`src/rtl/conv1_win_seq_ctrl.sv`:
```
// conv1_win_seq_ctrl: walks a KxK window over the input map, fetching K rows per output
// pixel, loading the flop bank, firing the MAC and handing the (row, col) downstream.
//   conv1_ctrl_clk / conv1_ctrl_rst_b : clock, asynchronous active-low reset
//   start_i, busy_o, done_o           : pass control and status
//   rd_en_o, rd_addr_o                : input line-buffer read port (1-cycle latency)
//   intrm_flop_en_o, intrm_flop_sel_o : row-slot load into the intermediate flop bank
//   mac_en_o                          : single-cycle MAC fire
//   out_valid_o, out_ready_i, out_row_o, out_col_o : output coordinate handshake
//   stall_cnt_o                       : present only with CONV1_CTRL_STALL_CNT_EN defined
module conv1_win_seq_ctrl #(
    parameter int IMG_W  = 32,
    parameter int IMG_H  = 32,
    parameter int K      = 5,
    parameter int ADDR_W = 10,
    localparam int OUT_W = IMG_W - K + 1,
    localparam int OUT_H = IMG_H - K + 1,
    localparam int SEL_W = $clog2(K),
    localparam int OR_W  = $clog2(OUT_H),
    localparam int OC_W  = $clog2(OUT_W)
) (
    input  logic              conv1_ctrl_clk,
    input  logic              conv1_ctrl_rst_b,
    input  logic              start_i,
    output logic              busy_o,
    output logic              rd_en_o,
    output logic [ADDR_W-1:0] rd_addr_o,
    output logic              intrm_flop_en_o,
    output logic [SEL_W-1:0]  intrm_flop_sel_o,
    output logic              mac_en_o,
    output logic              out_valid_o,
    input  logic              out_ready_i,
    output logic [OR_W-1:0]   out_row_o,
    output logic [OC_W-1:0]   out_col_o,
    output logic              done_o
`ifdef CONV1_CTRL_STALL_CNT_EN
    ,
    output logic [31:0]       stall_cnt_o
`endif
);
    typedef enum logic [2:0] {IDLE, FETCH, DRAIN, MAC, OUT, DONE} state_t;

    state_t             state_q, state_d;
    logic [OR_W-1:0]    r_q, r_d;
    logic [OC_W-1:0]    c_q, c_d;
    logic [SEL_W-1:0]   k_q, k_d;
    logic               intrm_flop_en_q, intrm_flop_en_d;
    logic [SEL_W-1:0]   intrm_flop_sel_q, intrm_flop_sel_d;
    logic               last_k, last_c, last_r;

    assign last_k = k_q == SEL_W'(K - 1);
    assign last_c = c_q == OC_W'(OUT_W - 1);
    assign last_r = r_q == OR_W'(OUT_H - 1);

    always_comb begin
        state_d          = state_q;
        r_d              = r_q;
        c_d              = c_q;
        k_d              = k_q;
        busy_o           = 1'b0;
        rd_en_o          = 1'b0;
        mac_en_o         = 1'b0;
        out_valid_o      = 1'b0;
        done_o           = 1'b0;
        case (state_q)
            IDLE: begin
                if (start_i) begin
                    state_d = FETCH;
                    r_d     = '0;
                    c_d     = '0;
                    k_d     = '0;
                end
            end
            FETCH: begin
                busy_o  = 1'b1;
                rd_en_o = 1'b1;
                k_d     = last_k ? '0 : k_q + SEL_W'(1);
                state_d = last_k ? DRAIN : FETCH;
            end
            DRAIN: begin
                busy_o  = 1'b1;
                state_d = MAC;
            end
            MAC: begin
                busy_o   = 1'b1;
                mac_en_o = 1'b1;
                state_d  = OUT;
            end
            OUT: begin
                busy_o      = 1'b1;
                out_valid_o = 1'b1;
                if (out_ready_i) begin
                    k_d     = '0;
                    c_d     = last_c ? '0 : c_q + OC_W'(1);
                    r_d     = last_c ? r_q + OR_W'(1) : r_q;
                    state_d = (last_c && last_r) ? DONE : FETCH;
                end
            end
            DONE: begin
                done_o  = 1'b1;
                state_d = IDLE;
            end
            default: state_d = IDLE;
        endcase
        // Buffer returns data one cycle after the strobe, so the load lags the fetch.
        intrm_flop_en_d  = rd_en_o;
        intrm_flop_sel_d = k_q;
    end

    // Address and coordinates are forced to zero outside their active states.
    assign rd_addr_o = (state_q == FETCH)
                     ? ADDR_W'((32'(r_q) + 32'(k_q)) * 32'(IMG_W) + 32'(c_q)) : '0;
    assign out_row_o        = (state_q == OUT) ? r_q : '0;
    assign out_col_o        = (state_q == OUT) ? c_q : '0;
    assign intrm_flop_en_o  = intrm_flop_en_q;
    assign intrm_flop_sel_o = intrm_flop_sel_q;

    always_ff @(posedge conv1_ctrl_clk or negedge conv1_ctrl_rst_b) begin
        if (!conv1_ctrl_rst_b) begin
            state_q          <= IDLE;
            r_q              <= '0;
            c_q              <= '0;
            k_q              <= '0;
            intrm_flop_en_q  <= 1'b0;
            intrm_flop_sel_q <= '0;
        end else begin
            state_q          <= state_d;
            r_q              <= r_d;
            c_q              <= c_d;
            k_q              <= k_d;
            intrm_flop_en_q  <= intrm_flop_en_d;
            intrm_flop_sel_q <= intrm_flop_sel_d;
        end
    end

`ifdef CONV1_CTRL_STALL_CNT_EN
    logic [31:0] stall_cnt_q, stall_cnt_d;

    always_comb begin
        stall_cnt_d = stall_cnt_q;
        if (state_q == IDLE && start_i)
            stall_cnt_d = '0;
        else if (out_valid_o && !out_ready_i && stall_cnt_q != '1)
            stall_cnt_d = stall_cnt_q + 32'd1;
    end

    always_ff @(posedge conv1_ctrl_clk or negedge conv1_ctrl_rst_b) begin
        if (!conv1_ctrl_rst_b) stall_cnt_q <= '0;
        else                   stall_cnt_q <= stall_cnt_d;
    end

    assign stall_cnt_o = stall_cnt_q;
`endif
endmodule

```
`config.mk`:
```
export PLATFORM = sky130hd
export DESIGN_NAME = conv1_win_seq_ctrl
export DESIGN_NICKNAME = d
export VERILOG_FILES = /design/src/rtl/conv1_win_seq_ctrl.sv
export SDC_FILE = /design/constraint.sdc
export NUM_CORES = 1
export LEC_CHECK = 0
export ABC_CLOCK_PERIOD_IN_PS = 2300
export BUFFER_PORTS_ARGS = -buffer_cell sky130_fd_sc_hd__buf_4
export CORE_ASPECT_RATIO = 1.75
export CORE_UTILIZATION = 54
export CTS_BUF_LIST = sky130_fd_sc_hd__clkbuf_4
export CTS_CLUSTER_SIZE = 8
export DETAILED_ROUTE_END_ITERATION = 8
export GPL_ROUTABILITY_DRIVEN = 0
export PLACE_DENSITY = 0.83
export SKIP_LAST_GASP = 1
export SYNTH_ARGS = -nofsm -noshare
export SYNTH_HDL_FRONTEND = slang
export SYNTH_SLANG_ARGS = --single-unit
```
`constraint.sdc`:
```
create_clock -name conv1_ctrl_clk -period 2.3 [get_ports conv1_ctrl_clk]
set_clock_uncertainty 0.05 [all_clocks]
set_input_delay 0.345 -clock conv1_ctrl_clk [delete_from_list [all_inputs] [get_ports conv1_ctrl_clk]]
set_output_delay 0.345 -clock conv1_ctrl_clk [all_outputs]
set_load 0.01 [all_outputs]
```
# After elaboration in Yosys (flattened, before gate mapping)
# Cells that the tools add are included.
[word_totals]
regBits = 20
wordCells = 55
[op_classes]
eq_ne = 11
reduce_logical = 9
add_sub_neg = 5
muxes = 24
[op_table]
columns = ["operator", "n"]
rows = [
  ["2-to-1 mux 5 bit", 7],
  ["case mux 5 bit (2 select lines)", 2],
  ["2-to-1 mux 3 bit", 6],
  ["case mux 3 bit (5 select lines)", 1],
  ["adder 10 x 5 -> 10 bit", 1],
  ["adder 5 x 1 -> 5 bit, second input constant", 2],
  ["equality test 5 bit, second input constant", 2],
  ["2-to-1 mux 10 bit", 1],
  ["equality test 3 bit, second input constant", 3],
  ["case mux 3 bit (3 select lines)", 1],
  ["equality test 3 x 2 -> 1 bit, second input constant", 2],
  ["!= test 2 bit, second input constant", 3],
  ["AND reduction 3 bit", 2],
  ["adder 5 x 3 -> 5 bit", 1],
  ["2-to-1 mux 1 bit", 5],
  ["AND reduction 4 bit", 1],
  ["OR reduction 4 bit", 1],
  ["adder 3 x 1 -> 3 bit, second input constant", 1],
  ["equality test 3 x 1 -> 1 bit, second input constant", 1],
  ["logical NOT 3 bit", 1],
  ["nonzero test 3 bit", 1],
  ["2-to-1 mux 2 bit", 1],
  ["AND reduction 2 bit", 1],
  ["nonzero test 2 bit", 1],
  ["logical AND 1 bit", 1],
]

# Depth between registers and ports, before layout
[depth]
depth_word = 5
depth_mapped = 7
mapped_depth_nobuf = 7

# Worst setup path before layout
# No wires, ideal clock.
[synth_timing]
kind = "reg2out"
start = "register k_q[0] (netlist: intrm_flop_sel_d[0])"
end = "output rd_addr_o[9]"
slack_ns = 0.385
t_arrival_ns = 1.520
path_buffers = 0
path_stages_with_launch = 8
path_cell_list = "dfrtp_1 -> ha_1 -> inv_1 -> fa_1 -> nor2b_1 -> o21ai_0 -> xor2_1 -> nor2_1"
[synth_via]
elab_chain_len = 3
[synth_lines]
columns = ["item", "line", "rtl"]
rows = [
  ["start, declared", "45", "logic [SEL_W-1:0] k_q, k_d;"],
  ["start signal, assigned", "129", "k_q <= k_d;"],
  ["adder 5 x 3 -> 5 bit", "111", "? ADDR_W'((32'(r_q) + 32'(k_q)) * 32'(IMG_W) + 32'(c_q)) : '0;"],
  ["adder 10 x 5 -> 10 bit", "111", ""],
  ["2-to-1 mux 10 bit", "111", ""],
  ["end, declared", "26", "output logic [ADDR_W-1:0] rd_addr_o,"],
]
# No other way between the ends.

# Worst setup path after layout
# Ends and elaborated chain as after synthesis.

==> results <==
- The run finished with clean final reports.
- The repair_antennas step left the layout with diodes totalling 0.
- The clock root buffer is sky130_fd_sc_hd__clkbuf_4.
- The length in cells of the worst reg-to-reg path is 5.
- The number of DRC markers in iteration 0 is 24.
- Counting flops with an async set or reset pin after synthesis yields a share of 1.00.
- For flop-to-flop paths, the worst setup slack is 0.45 ns.
- Port buffering added 32 buffers.
- The reported max-cap violation count is 0.
- The type of the most critical hold path is primary input to flip-flop.
- 33 I/O pins were placed.
- In the synthesized netlist, the number of instances is 143.
- In the final layout, the share of cells above drive strength 1 is 0.261.
- The final route contains 1176 vias.
- The initial antenna violation count is 0.
- Headroom to the max-slew limit came out at 0.770.
- Yosys printed 0 warnings.
- A synthesized cell averages 8.75 µm².
- The library cell used most frequently in the layout, excluding fill and tap cells, is sky130_fd_sc_hd__buf_4.
- In this run the worst setup path begins at intrm_flop_sel_d[0]$_DFFE_PN0P_.
- The critical register-to-register path endpoint is r_q[3]$_DFFE_PN0P_.
- The final-stage net count is between 150 and 200.
- The area added between synthesis and finish is 26.0%.
- The post-synthesis instance area is 1250 µm².
- The first global-routing pass estimated 4940 µm of wire.
- The worst setup path is of the flip-flop to output pin kind.
- The combined global-route utilization of all metal layers is 0.270.
- Row generation in the floorplan step produced 22 rows.
- The power per cell area is 861 nW/µm².
- The number of cells in the design after placement is 196.
- The most critical setup path has its endpoint at rd_addr_o[9].
- The required time of the critical path is approximately 1.9 ns.
- The detailed placement HPWL is 2340 µm.
- The count of cells in the finished layout, fillers not included, comes to 204.
- The post-route antenna net violation count is 0.
- The multi-input logic area is just under 700 µm².
- The area used by sequential logic in the layout is 502 µm².
- The die height is 65.7 µm.
- The floorplan die area is ~2500 µm².
- The analysis attributes to cell leakage a power of 0.793 nW.
- After detailed routing, the number of remaining DRC violations is 0.
- In this run the number of H-tree levels came out at 1.
- With fillers left out, the area of the finished cells amounts to 1580 µm².
- The floorplan step set the die width to 38.4 µm.
- Counting the fill cells in the layout gives 158.
- For this run the aggregate overflow at the end of global routing stands at 0.
- The CTS clock-pin slew for the worst setup and hold paths is 0.12 ns.
- Setup repair after global routing could not meet its margin everywhere.
- Setup violations remaining at the end of the flow were counted as 0.
- The clock net in this run drives a total of 20 sinks.
- Counting flops and latches in the post-synthesis netlist gives 20.
- The maximum ir drop on the vdd rail is 432 µV.
- For this run, the leading register cell type out of synthesis is sky130_fd_sc_hd__dfrtp_1.
- For this configuration, the core starts out at a cell density of 0.583.
- Using the TritonRoute via totals, the vias-per-cell ratio works out to 5.76.
- The number of buffers on the longest clock path is 2.
- The sequential area share after synthesis is 0.400.
- The shortest period the worst path allows is 2.24 ns.
- The startpoint identified for the worst register-to-register timing path is c_q[0]$_DFFE_PN0P_.
- Yosys mapped a number of flops with a built-in enable equal to 0.
- The number of distinct standard cells referenced by the synthesized netlist is 38.
- The number of nets in the synthesized netlist is about 160.
- The average detailed-routed wire length per instance is between 15 and 20 µm.
- Leaving out fill and tap cells, the most frequent cells in the layout are sky130_fd_sc_hd__buf_4 (38), sky130_fd_sc_hd__dfrtp_1 (19), sky130_fd_sc_hd__nor2_1 (16).
- The first-pass iteration count of the detailed router is 4.
- The final wirelength is 3130 µm.
- For the worst setup path, the data arrival time is 1.85 ns.
- The number of clock buffers added by TritonCTS is 3.
- In this run the standard cell core region covers 2150 µm².
- STA classifies the critical path endpoint as an output pin.
- Summing all placed instances gives a cell area of 1510 µm².
- The transition time of the tightest slew-check pin is 0.344 ns.
- For this run, the top clock speed supported by timing is 445 MHz.
- The clock tree from TritonCTS is yes.
- The final max-slew violation count is 0.
- The number of hold violations in the final report was 0.
- The part of the cycle the worst path needs is 0.976.
- Entering global routing, the biggest net connects 21 pins.
- The number of global-route vias before repair is roughly 1200.
- Along the worst path, the maximum fanout reaches 2.
- Clock latency on the worst-skew pair, taken at its later pin, is roughly 0.3 ns.
- The launch point of the worst hold path is start_i.
- The startpoint type of the worst setup path is a flip-flop.
==> power by group <==
| part | leakage, nW | total, mW | switching, mW | internal [mW] |
|---|---|---|---|---|
| Sequential | 0.264 | 0.507 | 0.0770 | 0.430 |
| Combinational | 0.514 | 0.673 | 0.361 | 0.312 |
| Clock | 0.0154 | 0.177 | 0.114 | 0.0631 |
==> what timing repair did <==
item,in CTS,in global routing
setup endpoints to repair,1,5
gates cloned,0,0
gates resized for setup,3,2
buffers inserted,3,0
hold endpoints to repair,20,0
hold buffers,1,0
pin swaps,0,0
==> registers in the layout, indices dropped and copies added, names as in the netlist <==
name	cells
intrm_flop_sel_o	3
r_q	5
state_q	3
intrm_flop_en_o	1
c_q	5
intrm_flop_sel_d	3
==> worst max-delay path, stage by stage, from the launching register on <==
cell and delay, ns:
sky130_fd_sc_hd__dfrtp_1 0.39, sky130_fd_sc_hd__ha_2 0.20, sky130_fd_sc_hd__inv_1 0.05, sky130_fd_sc_hd__fa_2 0.35
sky130_fd_sc_hd__nor2b_2 0.14, sky130_fd_sc_hd__o21ai_1 0.08, sky130_fd_sc_hd__xor2_1 0.15, sky130_fd_sc_hd__nor2_1 0.08
sky130_fd_sc_hd__buf_4 0.12
==> cell families (layout without fill, tap and decap cells) <==
family	Yosys count	count (layout)	share of synthesized area
and+or+nand+nor	64	64	0.268
AOI/OAI and AO/OA	32	32	0.161
DFF	20	20	0.400
buffers and inverters	15	52	0.0550
adders and majority gates	8	8	0.0860
xor gates and xnor gates	3	3	0.0210
muxes	1	1	0.00900
==> stage by stage <==
step                      setup TNS, ns  utilization  power, mW  setup slack (ns)  hold slack, ns
after global placement                0        0.703       1.15             0.300           0.184
after CTS                             0        0.733       1.35            0.0352           0.311
after global routing            -0.0852        0.734       1.46           -0.0852           0.325
after floorplan                       0            -      0.889             0.385       -0.000591
final                                 0        0.734       1.36            0.0550           0.305
after detailed placement              0        0.703       1.17             0.178           0.193
==> per-layer routing <==
layer,global-route usage,up-vias,routed length (µm),share of wire
met5,0,-,0,0
met2,0.511,34,1760,0.56
met3,0.0270,6,83,0.027
li1,-,567,-,-
met4,0.103,0,56,0.018
met1,0.285,569,1230,0.39
==> worst min path at each step <==
| stage | end | cells after the start | slack (ns) |
|---|---|---|---|
| 5_1_grt | state_q[0]$_DFFE_PN0P_ | 3 | 0.33 |
| 3_5_place_dp | intrm_flop_sel_d[1]$_DFFE_PN0P_ | 1 | 0.19 |
| 4_1_cts | state_q[0]$_DFFE_PN0P_ | 3 | 0.31 |
| 6_report | state_q[0]$_DFFE_PN0P_ | 3 | 0.31 |
| 3_3_place_gp | intrm_flop_sel_o[1]$_DFF_PN0_ | 1 | 0.18 |
| 2_1_floorplan | c_q[0]$_DFFE_PN0P_ | 0 | -0.0006 |
==> cell type report <==
class / count / share of cell area
clock inverter: 1 / 0.00238
tap: 24 / 0.0190
inverter: 9 / 0.0214
sequential: 20 / 0.318
clock buffer: 3 / 0.0143
timing repair buffer: 39 / 0.187
multi-input combinational: 108 / 0.437
==> synthesized netlist by cell type, types with 2 or more instances <==
master,number,area [µm²]
sky130_fd_sc_hd__dfrtp_1,20,500
sky130_fd_sc_hd__nor2_1,16,60.1
sky130_fd_sc_hd__and2_1,12,75.1
sky130_fd_sc_hd__o21ai_0,12,60.1
sky130_fd_sc_hd__nand2_1,10,37.5
sky130_fd_sc_hd__inv_1,8,30.0
sky130_fd_sc_hd__ha_1,7,87.6
sky130_fd_sc_hd__nand3_1,7,35.0
sky130_fd_sc_hd__a21o_1,4,30.0
sky130_fd_sc_hd__a21oi_1,4,20.0
sky130_fd_sc_hd__buf_2,4,20.0
sky130_fd_sc_hd__nand2b_1,3,18.8
sky130_fd_sc_hd__nand4_1,3,18.8
sky130_fd_sc_hd__o21ai_1,3,15.0
sky130_fd_sc_hd__a22oi_1,2,15.0
sky130_fd_sc_hd__nand3b_1,2,15.0
sky130_fd_sc_hd__nor2b_1,2,12.5
sky130_fd_sc_hd__nor3_1,2,10.0
sky130_fd_sc_hd__nor4_1,2,12.5
sky130_fd_sc_hd__xor2_1,2,17.5
Note: power is estimated with default switching activity, not from simulation.
